--- src/rtl/cpu_pkg.sv ---
// Shared CPU definitions: load-type codes and the writeback-stage register layout.
package cpu_pkg;

  typedef enum logic [2:0] {
    LT_W  = 3'd0,
    LT_H  = 3'd1,
    LT_HU = 3'd2,
    LT_B  = 3'd3,
    LT_BU = 3'd4
  } load_type_e;

  // Load type is kept as a raw 3-bit code so that illegal codes 5-7 survive into W
  // and are decoded there as a word load.
  typedef struct packed {
    logic        valid;
    logic        regwrite;
    logic        memtoreg;
    logic [2:0]  loadtype;
    logic [1:0]  addr_lo;
    logic [4:0]  wa;
    logic [31:0] aluout;
    logic [31:0] rdata;
  } w_reg_t;

endpackage

--- src/rtl/wb_stage_if.sv ---
// M->W pipeline slot and register-file write/retire signals of the writeback stage.
interface wb_stage_if;
  logic        m_valid;
  logic        m_regwrite;
  logic        m_memtoreg;
  logic [2:0]  m_loadtype;
  logic [1:0]  m_addr_lo;
  logic [4:0]  m_wa;
  logic [31:0] m_aluout;
  logic [31:0] m_rdata;
  logic        we3;
  logic [4:0]  wa3;
  logic [31:0] wd3;
  logic        addr_err;
  logic [31:0] instret;

  modport master (
    output m_valid, m_regwrite, m_memtoreg, m_loadtype, m_addr_lo, m_wa, m_aluout, m_rdata,
    input  we3, wa3, wd3, addr_err, instret
  );

  modport slave (
    input  m_valid, m_regwrite, m_memtoreg, m_loadtype, m_addr_lo, m_wa, m_aluout, m_rdata,
    output we3, wa3, wd3, addr_err, instret
  );
endinterface

--- src/rtl/load_extract.sv ---
// Combinational lane select and sign/zero extension of a little-endian load word,
// plus alignment check for the selected load type.
module load_extract
  import cpu_pkg::*;
(
  input  logic [31:0] i_rdata,
  input  logic [1:0]  i_addr_lo,
  input  logic [2:0]  i_loadtype,
  output logic [31:0] o_value,
  output logic        o_misaligned
);

  logic [15:0] w_half;
  logic [7:0]  w_byte;

  assign w_half = i_rdata[{i_addr_lo[1], 4'b0000} +: 16];
  assign w_byte = i_rdata[{i_addr_lo, 3'b000} +: 8];

  // NOTE: every output gets a default before the case so no path infers a latch.
  always_comb begin
    o_value      = i_rdata;
    o_misaligned = 1'b0;
    case (i_loadtype)
      LT_H: begin
        o_value      = {{16{w_half[15]}}, w_half};
        o_misaligned = i_addr_lo[0];
      end
      LT_HU: begin
        o_value      = {16'h0000, w_half};
        o_misaligned = i_addr_lo[0];
      end
      LT_B:    o_value = {{24{w_byte[7]}}, w_byte};
      LT_BU:   o_value = {24'h000000, w_byte};
      default: o_misaligned = (i_addr_lo != 2'b00);
    endcase
  end

endmodule

--- src/rtl/wb_stage.sv ---
// Writeback pipeline stage: W register, load extraction, register-file write port
// and retired-instruction counter.
module wb_stage
  import cpu_pkg::*;
(
  input  logic CLK,
  input  logic reset,
  input  logic stall,
  input  logic flush,
  wb_stage_if.slave bus
);

  w_reg_t      r_w;
  logic [31:0] r_instret;
  w_reg_t      w_m;
  logic [31:0] w_ld_value;
  logic        w_misaligned;
  logic        w_addr_err;

  assign w_m = '{valid:    bus.m_valid,
                 regwrite: bus.m_regwrite,
                 memtoreg: bus.m_memtoreg,
                 loadtype: bus.m_loadtype,
                 addr_lo:  bus.m_addr_lo,
                 wa:       bus.m_wa,
                 aluout:   bus.m_aluout,
                 rdata:    bus.m_rdata};

  // NOTE: sequential state uses non-blocking assignments so every register sees
  // pre-edge values regardless of statement order.
  always_ff @(posedge CLK) begin
    if (reset) begin
      r_w       <= '0;
      r_instret <= '0;
    end else begin
      // An instruction retires when it leaves W: on a normal advance or when flushed out.
      if (r_w.valid && (!stall || flush))
        r_instret <= r_instret + 32'd1;
      if (flush)
        r_w.valid <= 1'b0;
      else if (!stall)
        r_w <= w_m;
    end
  end

  load_extract u_load_extract (
    .i_rdata      (r_w.rdata),
    .i_addr_lo    (r_w.addr_lo),
    .i_loadtype   (r_w.loadtype),
    .o_value      (w_ld_value),
    .o_misaligned (w_misaligned)
  );

  assign w_addr_err   = r_w.valid & r_w.memtoreg & w_misaligned;
  assign bus.addr_err = w_addr_err;
  assign bus.we3      = r_w.valid & r_w.regwrite & (r_w.wa != 5'd0) & ~w_addr_err;
  assign bus.wa3      = r_w.wa;
  assign bus.wd3      = r_w.memtoreg ? w_ld_value : r_w.aluout;
  assign bus.instret  = r_instret;

endmodule

--- src/flat_wrapper.sv ---
// flat-port wrapper written by rule: the top's interface ports become plain ports
module wb_stage_flat import cpu_pkg::*;
  (CLK, reset, stall, flush, bus_m_valid, bus_m_regwrite, bus_m_memtoreg, bus_m_loadtype, bus_m_addr_lo, bus_m_wa, bus_m_aluout, bus_m_rdata, bus_we3, bus_wa3, bus_wd3, bus_addr_err, bus_instret);
  wb_stage_if bus_i ();
  input  logic CLK;
  input  logic reset;
  input  logic stall;
  input  logic flush;
  input wire logic [$bits(bus_i.m_valid)-1:0] bus_m_valid;
  input wire logic [$bits(bus_i.m_regwrite)-1:0] bus_m_regwrite;
  input wire logic [$bits(bus_i.m_memtoreg)-1:0] bus_m_memtoreg;
  input wire logic [$bits(bus_i.m_loadtype)-1:0] bus_m_loadtype;
  input wire logic [$bits(bus_i.m_addr_lo)-1:0] bus_m_addr_lo;
  input wire logic [$bits(bus_i.m_wa)-1:0] bus_m_wa;
  input wire logic [$bits(bus_i.m_aluout)-1:0] bus_m_aluout;
  input wire logic [$bits(bus_i.m_rdata)-1:0] bus_m_rdata;
  output wire logic [$bits(bus_i.we3)-1:0] bus_we3;
  output wire logic [$bits(bus_i.wa3)-1:0] bus_wa3;
  output wire logic [$bits(bus_i.wd3)-1:0] bus_wd3;
  output wire logic [$bits(bus_i.addr_err)-1:0] bus_addr_err;
  output wire logic [$bits(bus_i.instret)-1:0] bus_instret;
  assign bus_i.m_valid = bus_m_valid;
  assign bus_i.m_regwrite = bus_m_regwrite;
  assign bus_i.m_memtoreg = bus_m_memtoreg;
  assign bus_i.m_loadtype = bus_m_loadtype;
  assign bus_i.m_addr_lo = bus_m_addr_lo;
  assign bus_i.m_wa = bus_m_wa;
  assign bus_i.m_aluout = bus_m_aluout;
  assign bus_i.m_rdata = bus_m_rdata;
  assign bus_we3 = bus_i.we3;
  assign bus_wa3 = bus_i.wa3;
  assign bus_wd3 = bus_i.wd3;
  assign bus_addr_err = bus_i.addr_err;
  assign bus_instret = bus_i.instret;
  wb_stage u_core (.CLK(CLK), .reset(reset), .stall(stall), .flush(flush), .bus(bus_i));
endmodule
--- config.mk ---
export PLATFORM = sky130hd
export DESIGN_NAME = wb_stage_flat
export DESIGN_NICKNAME = d
export VERILOG_FILES = /design/src/rtl/cpu_pkg.sv /design/src/rtl/wb_stage_if.sv /design/src/rtl/load_extract.sv /design/src/rtl/wb_stage.sv /design/src/flat_wrapper.sv
export SDC_FILE = /design/constraint.sdc
export NUM_CORES = 1
export LEC_CHECK = 0
export ABC_AREA = 1
export CAP_MARGIN = 5
export CORE_ASPECT_RATIO = 0.8
export CORE_MARGIN = 2
export CORE_UTILIZATION = 53
export DETAILED_ROUTE_END_ITERATION = 7
export GPL_TIMING_DRIVEN = 1
export HOLD_SLACK_MARGIN = 0.03
export PLACE_DENSITY_LB_ADDON = 0.05
export RECOVER_POWER = 100
export SLEW_MARGIN = 25
export SYNTH_ARGS = -nofsm -noshare
export SYNTH_HDL_FRONTEND = slang
export SYNTH_SLANG_ARGS = --single-unit
export TNS_END_PERCENT = 1
--- constraint.sdc ---
create_clock -name CLK -period 4.3 [get_ports CLK]
set_input_delay 0.645 -clock CLK [delete_from_list [all_inputs] [get_ports CLK]]
set_output_delay 0.645 -clock CLK [all_outputs]
set_load 0.01 [all_outputs]
==> results.yml <==
grt:
  grtUsageTotal_pct: 28.0
  grt_pass1_wl_mm: 26.1
  grt_max_degree: 63
  grt-ovfl-total: 0
  grt_pass1_vias: 5340
  antenna_found_initial: 0
timing:
  hold_viol: 0
  fin_skew_ns: 0.00261
  finalCriticalPeriod_ns: 3.67
  fin_worst_hold_slack_ns: 0.493
  post-route-period-util_pct: 85.3
  rsz0062_at_grt: "no"
  max_slew_margin_pct: 27.9
  drv_slew: 0
  tightest_slew_ns: 1.08
  fmax_mhz: 273
  setup_viol: 0
  finalSetupTns_ns: 0
  worst_slack_ns: 0.633
placed_design:
  dp_slack_ns: 1.29
  hpwlAfterDp_mm: 11.3
  place_inst: 1149
  io_buffer_count: 151
  gp_congestion: 0.937
critical_path:
  reg2regPathDepth: 7
  crit_path_top_delay_cell: "dlygate4sd3_1"
  rrSetupSlack_ns: 2.04
  endpoint_kind: "primary output"
  path_class: "reg2out"
  worstPathCellList: "inv_1, nand3_1, nand2_1, nor2_4, inv_1, o21ai_0, nor2_1, nor2_1, dlygate4sd3_1"
  crit_arrival_ns: 3.02
  start_kind: "flip-flop"
  crit-reg2reg-capture: "u_core.bus.instret[23]"
  worstPathRequired_ns: 3.65
  critPathMaxStageDelay_ns: 0.65
  r2r-start: "u_core.r_w[76]"
  critPathMaxFanout: 18
drt:
  ant_nets: 0
  drtPass1Iterations: 6
  wl_per_cell_um: 13.6
  drt-total-wl_mm: 15.8
  drt_iter0_markers: 600
  drt-met1-wl_mm: 7.17
  vias_per_cell: 5.20
  met2_length_mm: 7.08
  highest_layer: "met4"
  via_count: 6058
  met3_length_mm: 1.31
  drc: 0
logic_synthesis:
  syn_nets: 983
  synthAdderAreaFrac_pct: 0.220
  synthDistinctLibCells: 29
  synth-compound-area-share_pct: 17.8
  ys.warnings.count: 0
  synthSimpleGateAreaFrac_pct: 33.1
  synthArstFlopShare_pct: 0
  synth_edf_count: 0
  yosys_register_bits: 109
  synth_area_mm2: 0.00568
  synthMuxAreaShare_pct: 0
  ys_seq_area_share_pct: 38.4
  synthXorXnorAreaFrac_pct: 0.463
  synth-main-ff-cell: "dfxtp_1"
  syn_inst: 901
  synth_top_family_by_area: "simple AND/OR/NAND/NOR gates"
  avgSynthCellArea_um2: 6.30
cells_and_area:
  nets: 1102
  fin_util_pct: 72.1
  n_antenna_cell: 0
  final_cells: 1164
  final_common_cell: "nor2_1"
  final_cell_mix: "220 x nor2_1, 176 x nand2_1, 136 x o21ai_0"
  drive_gt1_share_pct: 2.73
  areaGrowthSynthToFinish_pct: 31.1
power_and_ir_drop:
  vdd_ir_drop_max_uv: 224
  power_density_mw_per_mm2: 310
  leakagePower_nw: 3.33
clocking:
  clock_latency_ns: 0.34
  cts_max_level: 3
  hold_buffers: 0
  postCtsSetupRepairBufs: 0
  cts_buffers: 9
  cts_tree: "done"
  clock_tree.root_cell: "clkbuf_16"
  cts_resized: 0
  cts_sinks: 109
  cts_buffer_depth: 2
  clkTransAtPathRegs_ns: 0.07
floorplanning:
  die_h_um: 96.6
  die_area_mm2: 0.0116
  fp.coreArea_mm2: 0.0103
  io_pins: 152
  initial_core_util_pct: 55.0
  die_x_um: 120
  rows: 33
hold_path:
  min_path_cells: 2
  hold-path-endpoint: "u_core.r_w[72]"
  hold_start: "u_core.r_w[72]"
  hold_class: "reg2reg"
run_status:
  status: "finished clean"
run:
  max-cap-violations: 0
## critical path, delay by kind of cell (launching register included)
family,cells,cell delay (ns)
compound gates,1,0.24
simple gates,5,1.01
flops,1,0.35
buf+inv,3,1.06
## kinds of logic (layout without fill, tap and decap cells)
logic type | Yosys count | in the layout
and+or+nand+nor | 458 | 458
xor gates and xnor gates | 3 | 3
buffers and inverters | 137 | 260
adders and majority gates | 1 | 1
DFF | 109 | 109
AOI/OAI and AO/OA | 193 | 193
## layout make-up
type	instances	area, um^2
clock buffers	10	229
clock inverters	5	52.6
fillers	880	2880
inverters	87	327
multi-input cells	655	2890
flip-flops and latches	109	2180
well taps	140	175
repair buffers	158	1580
## flip-flops by register name, indices dropped and copies added (netlist names)
signal and cells:
u_core.r_w 72, u_core.bus.instret 32, u_core.bus.wa3 5
## power by group
part / total (mW) / leakage [nW] / internal, mW / switching [mW]
Sequential: 1.09 / 0.893 / 1.06 / 0.0350
Clock: 0.806 / 0.138 / 0.446 / 0.360
Combinational: 0.411 / 2.29 / 0.189 / 0.222
## worst max-delay path by stage
| stage | startpoint | to | slack (ns) | cells past startpoint |
|---|---|---|---|---|
| 6_report | u_core.r_w[71] | bus_wd3[31] | 0.63 | 9 |
| 5_1_grt | u_core.r_w[71] | bus_wd3[19] | 0.40 | 9 |
| 4_1_cts | u_core.r_w[71] | bus_wd3[31] | 0.91 | 9 |
| 3_5_place_dp | u_core.r_w[71] | bus_wd3[31] | 1.29 | 9 |
| 3_3_place_gp | u_core.r_w[71] | bus_wd3[31] | 1.38 | 9 |
| 2_1_floorplan | u_core.r_w[72] | bus_wd3[16] | 2.37 | 9 |
## synth_stat cells, types with 2 or more instances
library cell	number	area (um^2)
nor2_1	218	818
nand2_1	175	657
o21ai_0	134	671
dfxtp_1	109	2180
inv_1	80	300
a21oi_1	43	215
nand3_1	39	195
clkbuf_1	28	105
buf_2	13	65.1
nand4_1	10	62.6
o211ai_1	9	67.6
buf_4	8	60.1
nor3_1	7	35.0
inv_2	4	15.0
nor2_4	4	45.0
clkinv_1	3	11.3
nand3_4	2	35.0
o21a_1	2	15.0
o21ai_1	2	10.0
xnor2_1	2	17.5
## per-layer routing
layer	up-vias	track usage, %
met3	24	6.34
li1	3099	-
met2	236	45.4
met4	0	7.94
met5	-	0
met1	2699	37.9
## stage by stage
step                      area (um^2)  total power, mW
after floorplan                  5680             1.34
after detailed placement         7200             1.54
after global placement           7200             1.53
after CTS                        7480             2.33
final                            7440             2.31
after global routing             7440             2.41
Note: power is estimated with default switching activity, not from simulation.
